<file path="src/rtl/cdr_ctrl_pkg.sv">
// Shared definitions for the CDR lock controller, its loop filter and its bench.
package cdr_ctrl_pkg;

    // Sequencer states. The encoding is visible on the state port and is
    // decoded by the DLF, so the values are fixed.
    typedef enum logic [1:0] {
        ST_IDLE   = 2'd0,
        ST_ACQ    = 2'd1,
        ST_TRACK  = 2'd2,
        ST_LOCKED = 2'd3
    } cdr_state_e;

    // gain_sel encoding seen by the DLF.
    localparam logic GAIN_ACQ = 1'b1;
    localparam logic GAIN_TRK = 1'b0;

    // Width of the good/bad window run counters.
    localparam int RUN_W = 8;

endpackage

</file>
<file path="src/rtl/cdr_pd_window.sv">
// Fixed-length observation window over the BBPD decisions: a free-running
// window counter plus up/dn accumulators. net/act include the current sample,
// so they are valid for evaluation in the win_done cycle itself.
module cdr_pd_window #(
    parameter int WIN_LOG2 = 8
) (
    input  logic                       clk,
    input  logic                       rst,
    input  logic                       clr,
    input  logic                       up,
    input  logic                       dn,
    output logic                       win_done,
    output logic signed [WIN_LOG2+1:0] net,
    output logic        [WIN_LOG2:0]   act
);

    logic [WIN_LOG2-1:0] w_cnt_r;
    logic [WIN_LOG2:0]   up_cnt_r;
    logic [WIN_LOG2:0]   dn_cnt_r;
    logic [WIN_LOG2:0]   up_sum_s;
    logic [WIN_LOG2:0]   dn_sum_s;
    logic                up_inc_s;
    logic                dn_inc_s;

    // Fold the current sample into the running counts; coincident up&dn is a no-op.
    always_comb begin
        up_inc_s = up & ~dn;
        dn_inc_s = dn & ~up;
        up_sum_s = up_cnt_r + {{WIN_LOG2{1'b0}}, up_inc_s};
        dn_sum_s = dn_cnt_r + {{WIN_LOG2{1'b0}}, dn_inc_s};
        net      = $signed({1'b0, up_sum_s}) - $signed({1'b0, dn_sum_s});
        act      = up_sum_s + dn_sum_s;
        win_done = (w_cnt_r == {WIN_LOG2{1'b1}}) && !clr;
    end

    // Window position and accumulators; restart after each window end or on clear.
    always_ff @(posedge clk or posedge rst) begin
        if (rst) begin
            w_cnt_r  <= {WIN_LOG2{1'b0}};
            up_cnt_r <= {(WIN_LOG2+1){1'b0}};
            dn_cnt_r <= {(WIN_LOG2+1){1'b0}};
        end else if (clr || win_done) begin
            w_cnt_r  <= {WIN_LOG2{1'b0}};
            up_cnt_r <= {(WIN_LOG2+1){1'b0}};
            dn_cnt_r <= {(WIN_LOG2+1){1'b0}};
        end else begin
            w_cnt_r  <= w_cnt_r + WIN_LOG2'(1);
            up_cnt_r <= up_sum_s;
            dn_cnt_r <= dn_sum_s;
        end
    end

endmodule

</file>
<file path="src/rtl/cdr_lock_controller.sv">
// CDR acquisition/tracking sequencer: steps the loop filter from high-gain
// acquisition to tracking to declared lock based on per-window BBPD balance,
// freezes the filter after data-less windows and falls back on loss of lock.
module cdr_lock_controller
    import cdr_ctrl_pkg::*;
#(
    parameter int WIN_LOG2  = 8,
    parameter int NET_TH    = 8,
    parameter int ACQ_WINS  = 2,
    parameter int LOCK_WINS = 4,
    parameter int UNLOCK_TH = 32,
    parameter int LOSS_WINS = 2,
    parameter int ACT_MIN   = 1
) (
    input  logic       clk,
    input  logic       rst,
    input  logic       en,
    input  logic       up,
    input  logic       dn,
    output logic       gain_sel,
    output logic       dlf_hold,
    output logic       locked,
    output logic       lock_lost,
    output logic [1:0] state
);

    localparam int NW = WIN_LOG2 + 2;
    localparam int AW = WIN_LOG2 + 1;

    cdr_state_e       state_r, state_nxt_s;
    logic [RUN_W-1:0] good_cnt_r, good_nxt_s, good_inc_s;
    logic [RUN_W-1:0] bad_cnt_r, bad_nxt_s, bad_inc_s;
    logic             hold_r, hold_nxt_s;
    logic             lost_r, lost_nxt_s;
    logic             gain_r, gain_nxt_s;
    logic             locked_r, locked_nxt_s;

    logic              win_clr_s;
    logic              win_done_s;
    logic signed [NW-1:0] net_s;
    logic [AW-1:0]     act_s;
    logic [NW-1:0]     mag_s;
    logic              act_ok_s;
    logic              good_s;
    logic              bad_s;

    // The window only runs while the loop is active; IDLE or en low holds it at 0.
    assign win_clr_s = (state_r == ST_IDLE) || !en;

    cdr_pd_window #(
        .WIN_LOG2 (WIN_LOG2)
    ) u_window (
        .clk      (clk),
        .rst      (rst),
        .clr      (win_clr_s),
        .up       (up),
        .dn       (dn),
        .win_done (win_done_s),
        .net      (net_s),
        .act      (act_s)
    );

    // Window classification from the completed window's balance and activity.
    always_comb begin
        mag_s    = net_s[NW-1] ? (~net_s + NW'(1)) : net_s;
        act_ok_s = (act_s >= AW'(ACT_MIN));
        good_s   = (mag_s <= NW'(NET_TH)) && act_ok_s;
        bad_s    = (mag_s > NW'(UNLOCK_TH));
    end

    // Next-state, run counters, hold/pulse and decoded outputs; en low wins over everything.
    always_comb begin
        state_nxt_s = state_r;
        good_nxt_s  = good_cnt_r;
        bad_nxt_s   = bad_cnt_r;
        hold_nxt_s  = hold_r;
        lost_nxt_s  = 1'b0;
        good_inc_s  = good_cnt_r + RUN_W'(1);
        bad_inc_s   = bad_cnt_r + RUN_W'(1);
        if (!en) begin
            state_nxt_s = ST_IDLE;
            good_nxt_s  = {RUN_W{1'b0}};
            bad_nxt_s   = {RUN_W{1'b0}};
            hold_nxt_s  = 1'b0;
        end else begin
            case (state_r)
                ST_IDLE: begin
                    state_nxt_s = ST_ACQ;
                end
                ST_ACQ: begin
                    if (win_done_s && good_s) begin
                        if (good_inc_s == RUN_W'(ACQ_WINS)) begin
                            state_nxt_s = ST_TRACK;
                            good_nxt_s  = {RUN_W{1'b0}};
                        end else begin
                            good_nxt_s  = good_inc_s;
                        end
                    end else if (win_done_s) begin
                        good_nxt_s = {RUN_W{1'b0}};
                    end else begin
                        good_nxt_s = good_cnt_r;
                    end
                end
                ST_TRACK: begin
                    if (win_done_s && good_s) begin
                        if (good_inc_s == RUN_W'(LOCK_WINS)) begin
                            state_nxt_s = ST_LOCKED;
                            good_nxt_s  = {RUN_W{1'b0}};
                            bad_nxt_s   = {RUN_W{1'b0}};
                        end else begin
                            good_nxt_s  = good_inc_s;
                        end
                    end else if (win_done_s) begin
                        good_nxt_s = {RUN_W{1'b0}};
                    end else begin
                        good_nxt_s = good_cnt_r;
                    end
                end
                ST_LOCKED: begin
                    if (win_done_s && !act_ok_s) begin
                        // Data-less window: freeze the DLF next window, leave bad run alone.
                        hold_nxt_s = 1'b1;
                    end else if (win_done_s) begin
                        hold_nxt_s = 1'b0;
                        if (bad_s && (bad_inc_s == RUN_W'(LOSS_WINS))) begin
                            state_nxt_s = ST_ACQ;
                            lost_nxt_s  = 1'b1;
                            good_nxt_s  = {RUN_W{1'b0}};
                            bad_nxt_s   = {RUN_W{1'b0}};
                        end else if (bad_s) begin
                            bad_nxt_s = bad_inc_s;
                        end else begin
                            bad_nxt_s = {RUN_W{1'b0}};
                        end
                    end else begin
                        hold_nxt_s = hold_r;
                    end
                end
                default: begin
                    state_nxt_s = ST_IDLE;
                    good_nxt_s  = {RUN_W{1'b0}};
                    bad_nxt_s   = {RUN_W{1'b0}};
                    hold_nxt_s  = 1'b0;
                end
            endcase
        end
        gain_nxt_s   = ((state_nxt_s == ST_IDLE) || (state_nxt_s == ST_ACQ)) ? GAIN_ACQ : GAIN_TRK;
        locked_nxt_s = (state_nxt_s == ST_LOCKED);
    end

    // State, counters and registered outputs.
    always_ff @(posedge clk or posedge rst) begin
        if (rst) begin
            state_r    <= ST_IDLE;
            good_cnt_r <= {RUN_W{1'b0}};
            bad_cnt_r  <= {RUN_W{1'b0}};
            hold_r     <= 1'b0;
            lost_r     <= 1'b0;
            gain_r     <= GAIN_ACQ;
            locked_r   <= 1'b0;
        end else begin
            state_r    <= state_nxt_s;
            good_cnt_r <= good_nxt_s;
            bad_cnt_r  <= bad_nxt_s;
            hold_r     <= hold_nxt_s;
            lost_r     <= lost_nxt_s;
            gain_r     <= gain_nxt_s;
            locked_r   <= locked_nxt_s;
        end
    end

    assign state     = state_r;
    assign gain_sel  = gain_r;
    assign dlf_hold  = hold_r;
    assign locked    = locked_r;
    assign lock_lost = lost_r;

endmodule

</file>
<file path="config.mk">
export PLATFORM = sky130hd
export DESIGN_NAME = cdr_lock_controller
export DESIGN_NICKNAME = d
export VERILOG_FILES = /design/src/rtl/cdr_ctrl_pkg.sv /design/src/rtl/cdr_pd_window.sv /design/src/rtl/cdr_lock_controller.sv
export SDC_FILE = /design/constraint.sdc
export NUM_CORES = 1
export LEC_CHECK = 0
export CELL_PAD_IN_SITES_DETAIL_PLACEMENT = 0
export CELL_PAD_IN_SITES_GLOBAL_PLACEMENT = 1
export CORE_MARGIN = 2
export CORE_UTILIZATION = 48
export CTS_CLUSTER_DIAMETER = 150
export DETAILED_ROUTE_END_ITERATION = 8
export GPL_TIMING_DRIVEN = 0
export MAX_ROUTING_LAYER = met4
export PLACE_DENSITY = 0.78
export SETUP_SLACK_MARGIN = 0.3
export SYNTH_ARGS = -nofsm -noshare
export SYNTH_HDL_FRONTEND = slang
export SYNTH_SLANG_ARGS = --single-unit
</file>
<file path="constraint.sdc">
create_clock -name clk -period 5.1 [get_ports clk]
set_input_delay 1.02 -clock clk [delete_from_list [all_inputs] [get_ports clk]]
set_output_delay 1.02 -clock clk [all_outputs]
set_load 0.005 [all_outputs]
</file>
Word level (Yosys, flattened, before mapping)
Cells that the tools add are included.

Output and inout port bits: 6. Register bits after elaboration: 48. Logic and storage cells: 101. Input port bits: 5.

$lt $le $gt $ge: 3. Mux-type cells: 41. Equality and inequality tests: 18. Add/sub/neg operators: 8. Reduce and logical (&&, ||, !) cells: 16. Bitwise logic cells: 5.

Operator list (number): $mux 8 (17); $add 8x1->8 const B (3); $pmux 8 s3 (1); $add 9x1->9 (2); $mux 9 (2); $eq 8x2->1 const B (2); $mux 2 (8); $pmux 8 s2 (1); $ne 3x3->1 const B (4); $add 10x2->10 const B (1); $gt 10x6->1 const B (1); $le 10x4->1 const B (1); $mux 1 (10); $mux 10 (1); $not 10->10 (1); $sub 9x9->10 (1); $add 9x9->9 (1); $ge 9x1->1 const B (1); $eq 8x3->1 const B (1); $eq 8x8->1 const B (1); $pmux 2 s4 (1); $eq 2x2->1 const B (3); $ne 3x1->1 const B (2); $logic_and 1x1->1 (5); other kinds (12) (20).

Longest topological paths before layout
Gate-level depths: netlist of run 1.

Depth in word-level cells: 17. Mapped depth: 18. Gate-level depth less buffers: 18.

Cells and area by module
Synthesis of run 1 repeated with hierarchy kept, for this count alone.

Cells, all modules: 445. Area total of the unflattened synthesis: 3997.6 um2.

Modules (own cells, without submodules): cdr_lock_controller (cells an instance 228, area each 2013.2 um2, times used 1); cdr_pd_window (cells an instance 217, area each 1984.4 um2, times used 1).

Worst setup path before layout of run 1
No wires, ideal clock.

Path kind: input -> register. Start point: input port dn. End point: register bad_cnt_r[7]. Setup slack: 53 ps. Cell stages on the path: 17. Arrival time: 4955 ps. Path buffers: 1. Cell sequence: nor2b_1 -> ha_1 -> nand3_1 -> xor2_1 -> inv_1 -> ha_1 -> clkbuf_1 -> nor2_1 -> a2111oi_1 -> nor2_1 -> or3_4 -> or4_4 -> a21oi_2 -> o211a_4 -> nand3_2 -> a211o_1 -> o31ai_2.

Longest elaborated chain between the ends: 14. Elaborated cells on any way between the ends: 27.

RTL lines: start, declared (RTL line cdr_lock_controller.sv:19) `input logic dn,`; $not 1->1 (RTL line cdr_pd_window.sv:27) `up_inc_s = up & ~dn;`; $and 1x1->1 (RTL line cdr_pd_window.sv:27); $add 9x1->9 (RTL line cdr_pd_window.sv:29) `up_sum_s = up_cnt_r + {{WIN_LOG2{1'b0}}, up_inc_s};`; $sub 9x9->10 (RTL line cdr_pd_window.sv:31) `net = $signed({1'b0, up_sum_s}) - $signed({1'b0, dn_sum_s});`; $not 10->10 (RTL line cdr_lock_controller.sv:65) `mag_s = net_s[NW-1] ? (~net_s + NW'(1)) : net_s;`; $add 10x2->10 (RTL line cdr_lock_controller.sv:65); $mux 10 (RTL line cdr_lock_controller.sv:65); $gt 10x6->1 (RTL line cdr_lock_controller.sv:68) `bad_s = (mag_s > NW'(UNLOCK_TH));`; $mux 8 / $logic_and 1x1->1 (equally long branches) (RTL line cdr_lock_controller.sv:130, cdr_lock_controller.sv:125); $mux 8 (RTL line cdr_lock_controller.sv:125) `if (bad_s && (bad_inc_s == RUN_W'(LOSS_WINS))) begin`; $mux 8 (RTL line cdr_lock_controller.sv:123) `end else if (win_done_s) begin`; $mux 8 (RTL line cdr_lock_controller.sv:120) `if (win_done_s && !act_ok_s) begin`; $pmux 8 s2 (RTL line cdr_lock_controller.sv:86) `case (state_r)`; $mux 8 (RTL line cdr_lock_controller.sv:80) `if (!en) begin`; end signal, assigned (RTL line cdr_lock_controller.sv:156) `bad_cnt_r <= {RUN_W{1'b0}};`; end signal, assigned (RTL line cdr_lock_controller.sv:164) `bad_cnt_r <= bad_nxt_s;`; end, declared (RTL line cdr_lock_controller.sv:32) `logic [RUN_W-1:0] bad_cnt_r, bad_nxt_s, bad_inc_s;`.

Parallel ways exist; a longest one is shown, timed or not. The select of a mux whose other input is x is not followed. A chain may end at the register's enable or synchronous reset.

Worst setup path in the final report of run 1
Start point: input port dn. End point: register bad_cnt_r[2].

Same word-level chain as after synthesis.

==> run_results.csv, run 1 <==
group,metric,value,unit
global_route,antenna_found_initial,0,
cells_and_area,final_net_count,580,
synth,seq_area_frac_synth,29.2,%
sta,timing.slew.headroom,51.2,%
setup_path,r2r_setup_slack,0.79,ns
global_route,grt_pass1_wl,17.1,mm
clocking,cts_tree,"yes",
die,die-area,9320,um^2
route,route.detailed.drc,0,
die,die_w,96.6,um
synth,yosys_warnings,0,
die,num_rows,33,
synth,synth_area,4110,um^2
setup_path,timing.rr.start,"u_window.dn_cnt_r[0]",
clocking,clk_pin_slew_worst_paths,0.10,ns
placed_design,port_buffers,10,
setup_path,path_buf_inv,3,
setup_path,crit_chain,"buf_8, nor2b_4, ha_4, and2_4, nand4_1, xor2_2, inv_2, ha_4, buf_6, a2bb2oi_2, a311o_1, or3_4, or4_4, a21oi_4, o211a_4, nand3_4, a211o_4, o31ai_2",
synth,yosysMostFrequentCell,"nor2_1",
placed_design,placed_cell_area,4460,um^2
synth,yosysTopAreaCell,"dfrtp_1",
power_and_ir_drop,irDropWorstVdd,0.121,mV
sta,setup_violations,0,
synth,synth-seq-cells,48,
power_and_ir_drop,power.density,164,nW/um^2
global_route,grt_pass1_vias,3651,
setup_path,worstSetupPathType,"in2reg",
cells_and_area,diodes,0,
sta,whs,0.505,ns
synth,synth_cell_type_count,76,
synth,netlist_top_cells_area,"dfrtp_1 29%, ha_1 9.7%, nor2_1 4.8%",
die,ios,11,
synth,muxShareOfSynthArea,0.761,%
synth,synth_common_cells,"53 x nor2_1, 47 x dfrtp_1, 33 x nand2_1",
clocking,root_buffer,"clkbuf_8",
route,antenna_left,0,
synth,postSynth.asyncResetShare,100,%
route,first_iter_violations,141,
sta,fmax,208,MHz
power_and_ir_drop,p_leak,2.23,nW
worst_hold_path,hold_end,"u_window.w_cnt_r[0]",
sta,rsz0062_at_grt,"true",
global_route,overflow,0,
setup_path,worst_r2r_path_depth,16,
cells_and_area,syn2layout_area_growth,30.6,%
setup_path,regToRegEndpoint,"bad_cnt_r[2]",
run_status,status,"finished, final reports clean",
synth,synth_top_area_share,28.6,%
setup_path,start_kind,"primary input",
synth,synth.avg_cell_area,8.48,um^2
sta,finalCritPeriodShare,94.3,%
setup_path,end_kind,"flip-flop",
synth,synth_top_family_by_area,"simple AND/OR/NAND/NOR gates",
job,drv_cap,0,
sta,hold_viol,0,
setup_path,cp.required,5.33,ns
setup_path,slowest_stage,"or4_4",
die,start_util,49.8,%
sta,tightestPinTransition,0.730,ns
sta,post-route-min-period,4.81,ns
route,first_pass_iters,4,
setup_path,worstPathArrival,5.04,ns
worst_hold_path,min_path_cells,1,
setup_path,crit_fanout,5,
route,dr_total_vias,3775,
route,routed_wl,10.4,mm
synth,synth_cells,485,
route,wl_per_cell,16.1,um
synth,ys.flop_type,"dfrtp_1",
global_route,track_usage,24.2,%
worst_hold_path,hold_path.class,"reg2reg",
clocking,cts-htree-levels,2,
setup_path,crit_top_cell,"ha_4",
cells_and_area,stdcell_count,647,
placed_design,hpwl,7.43,mm
synth,synth_simple_gate_area_share,25.5,%
synth,synth-compound-area-share,22.6,%
cells_and_area,layout-drive-gt1-share,25.6,%
setup_path,crit_family,"compound AO/OA/AOI/OAI gates",
clocking,clock_sinks,48,
sta,slew_violations,0,
clocking,clk_latency,0.31,ns
die,die_h,96.6,um
placed_design,gp_congestion,0.825,
die,core_area,8260,um^2
synth,synth_nets,524,
power_and_ir_drop,power,0.000878,W
worst_hold_path,hp-start,"u_window.w_cnt_r[0]",
global_route,grt_max_degree,26,
setup_path,max_stage_delay,0.50,ns
cells_and_area,stdcell_area,5370,um^2
cells_and_area,fillers,678,
synth,yosys.area_share.adder,10.7,%
placed_design,dp_cells,601,
clocking,cts_buffers,5,
sta,finalClockSkew,0.00822,ns
synth,synth_xor_xnor_area_share,7.06,%
synth,synth_edf_count,0,
route,vias_per_cell,5.83,
clocking,max-clock-path-buffers,2,
final cells by class:
type | count | area, um^2 | share of cell area, %
Clock buffer | 6 | 82.6 | 1.54
Inverter | 31 | 121 | 2.26
Tap cell | 105 | 131 | 2.45
Clock inverter | 2 | 38.8 | 0.722
Multi-Input combinational cell | 394 | 3280 | 61.1
Buffer | 12 | 82.6 | 1.54
Timing Repair Buffer | 49 | 428 | 7.97
Sequential cell | 48 | 1200 | 22.4
sequential cells by signal (all words and copies together) (netlist names):
name	flops
dlf_hold	1
state	2
bad_cnt_r	8
gain_sel	1
lock_lost	1
locked	1
good_cnt_r	8
u_window.w_cnt_r	8
u_window.dn_cnt_r	9
u_window.up_cnt_r	9
worst reg2reg max path, cell delays in order, from the launching register on:
cell and delay [ns]:
dfrtp_1 0.44, ha_4 0.20, buf_4 0.15, a21boi_0 0.26, nor2_1 0.14, ha_2 0.25, nor2b_4 0.16, o21ai_1 0.16
a2bb2oi_2 0.08, a311o_1 0.36, or3_4 0.39, or4_4 0.50, a21oi_4 0.18, o211a_4 0.24, nand3_4 0.11, a211o_4 0.39
o31ai_2 0.22
power by group:
group | leakage (nW) | switching, W | total (W) | internal [W]
combinational | 1.50 | 0.000101 | 0.000191 | 0.0000897
sequential | 0.665 | 0.00000216 | 0.000384 | 0.000382
clock | 0.0614 | 0.000142 | 0.000303 | 0.000161
total | 2.23 | 0.000246 | 0.000878 | 0.000632
cells in the final DEF, fill, tap and decap left out, drive strengths merged, types with 5 or more instances in the layout:
cell type and n:
ha 32, xor2 13, xnor2 15, buf 45, a21oi 14, a21boi 6
nor3 14, and3 9, clkdlybuf4s50 8, or3 7, nand3 29, a21o 6
dfrtp 47, a211oi 5, inv 31, nor2 53, o21bai 5, nand2b 9
clkbuf 14, o21ai 22, o31ai 14, nand2 33, nand4 9, o211ai 10
nor2b 12, o2bb2a 6
cell families after synthesis:
group           Yosys count
buf+inv                  43
simple gates            203
mux                       3
flops                    48
xor+xnor                 30
compound gates          124
fa+ha+maj                34
stage by stage:
stage	TNS [ns]	setup WS [ns]	utilization (%)
floorplan	0	0.300	-
global placement	-22.83	-1.21	53.7
detailed placement	-23.45	-1.24	54.0
CTS	0	0.311	62.6
global route	0	0.122	65.0
finish	0	0.289	65.0
worst max path at each step:
| stage | cells after the start | to | slack [ns] | start |
|---|---|---|---|---|
| floorplan | 17 | bad_cnt_r[3] | 0.30 | up |
| global placement | 19 | bad_cnt_r[4] | -1.21 | dn |
| detailed placement | 19 | bad_cnt_r[6] | -1.24 | dn |
| CTS | 17 | bad_cnt_r[2] | 0.31 | up |
| global route | 19 | bad_cnt_r[2] | 0.12 | dn |
| finish | 18 | bad_cnt_r[2] | 0.29 | dn |
metal layers:
layer	up-vias	GRT usage, %	part of all wire, %
met2	34	38.4	45
met1	1850	34.0	52
met4	0	4.34	0.75
met5	-	-	0
li1	1884	-	-
met3	7	2.87	2.4
what timing repair did:
| action | 4_1_cts | 5_1_grt |
|---|---|---|
| buffers inserted | 30 | 8 |
| endpoints found under the setup margin | 21 | 18 |
| hold buffers | 0 | 0 |
| gates resized for setup | 72 | 26 |
| pin swaps | 36 | 21 |
Note: power is estimated with default switching activity, not from simulation.
==> run 2, diff against run 1 <==
--- a/config.mk
+++ b/config.mk
@@ -5,6 +5,7 @@
 export SDC_FILE = /design/constraint.sdc
 export NUM_CORES = 1
 export LEC_CHECK = 0
+export ABC_CLOCK_PERIOD_IN_PS = 5100
 export CELL_PAD_IN_SITES_DETAIL_PLACEMENT = 0
 export CELL_PAD_IN_SITES_GLOBAL_PLACEMENT = 1
 export CORE_MARGIN = 2
==> results of run 2 <==
Same layout as run 1: the final DEF is identical, and so are final timing and power.
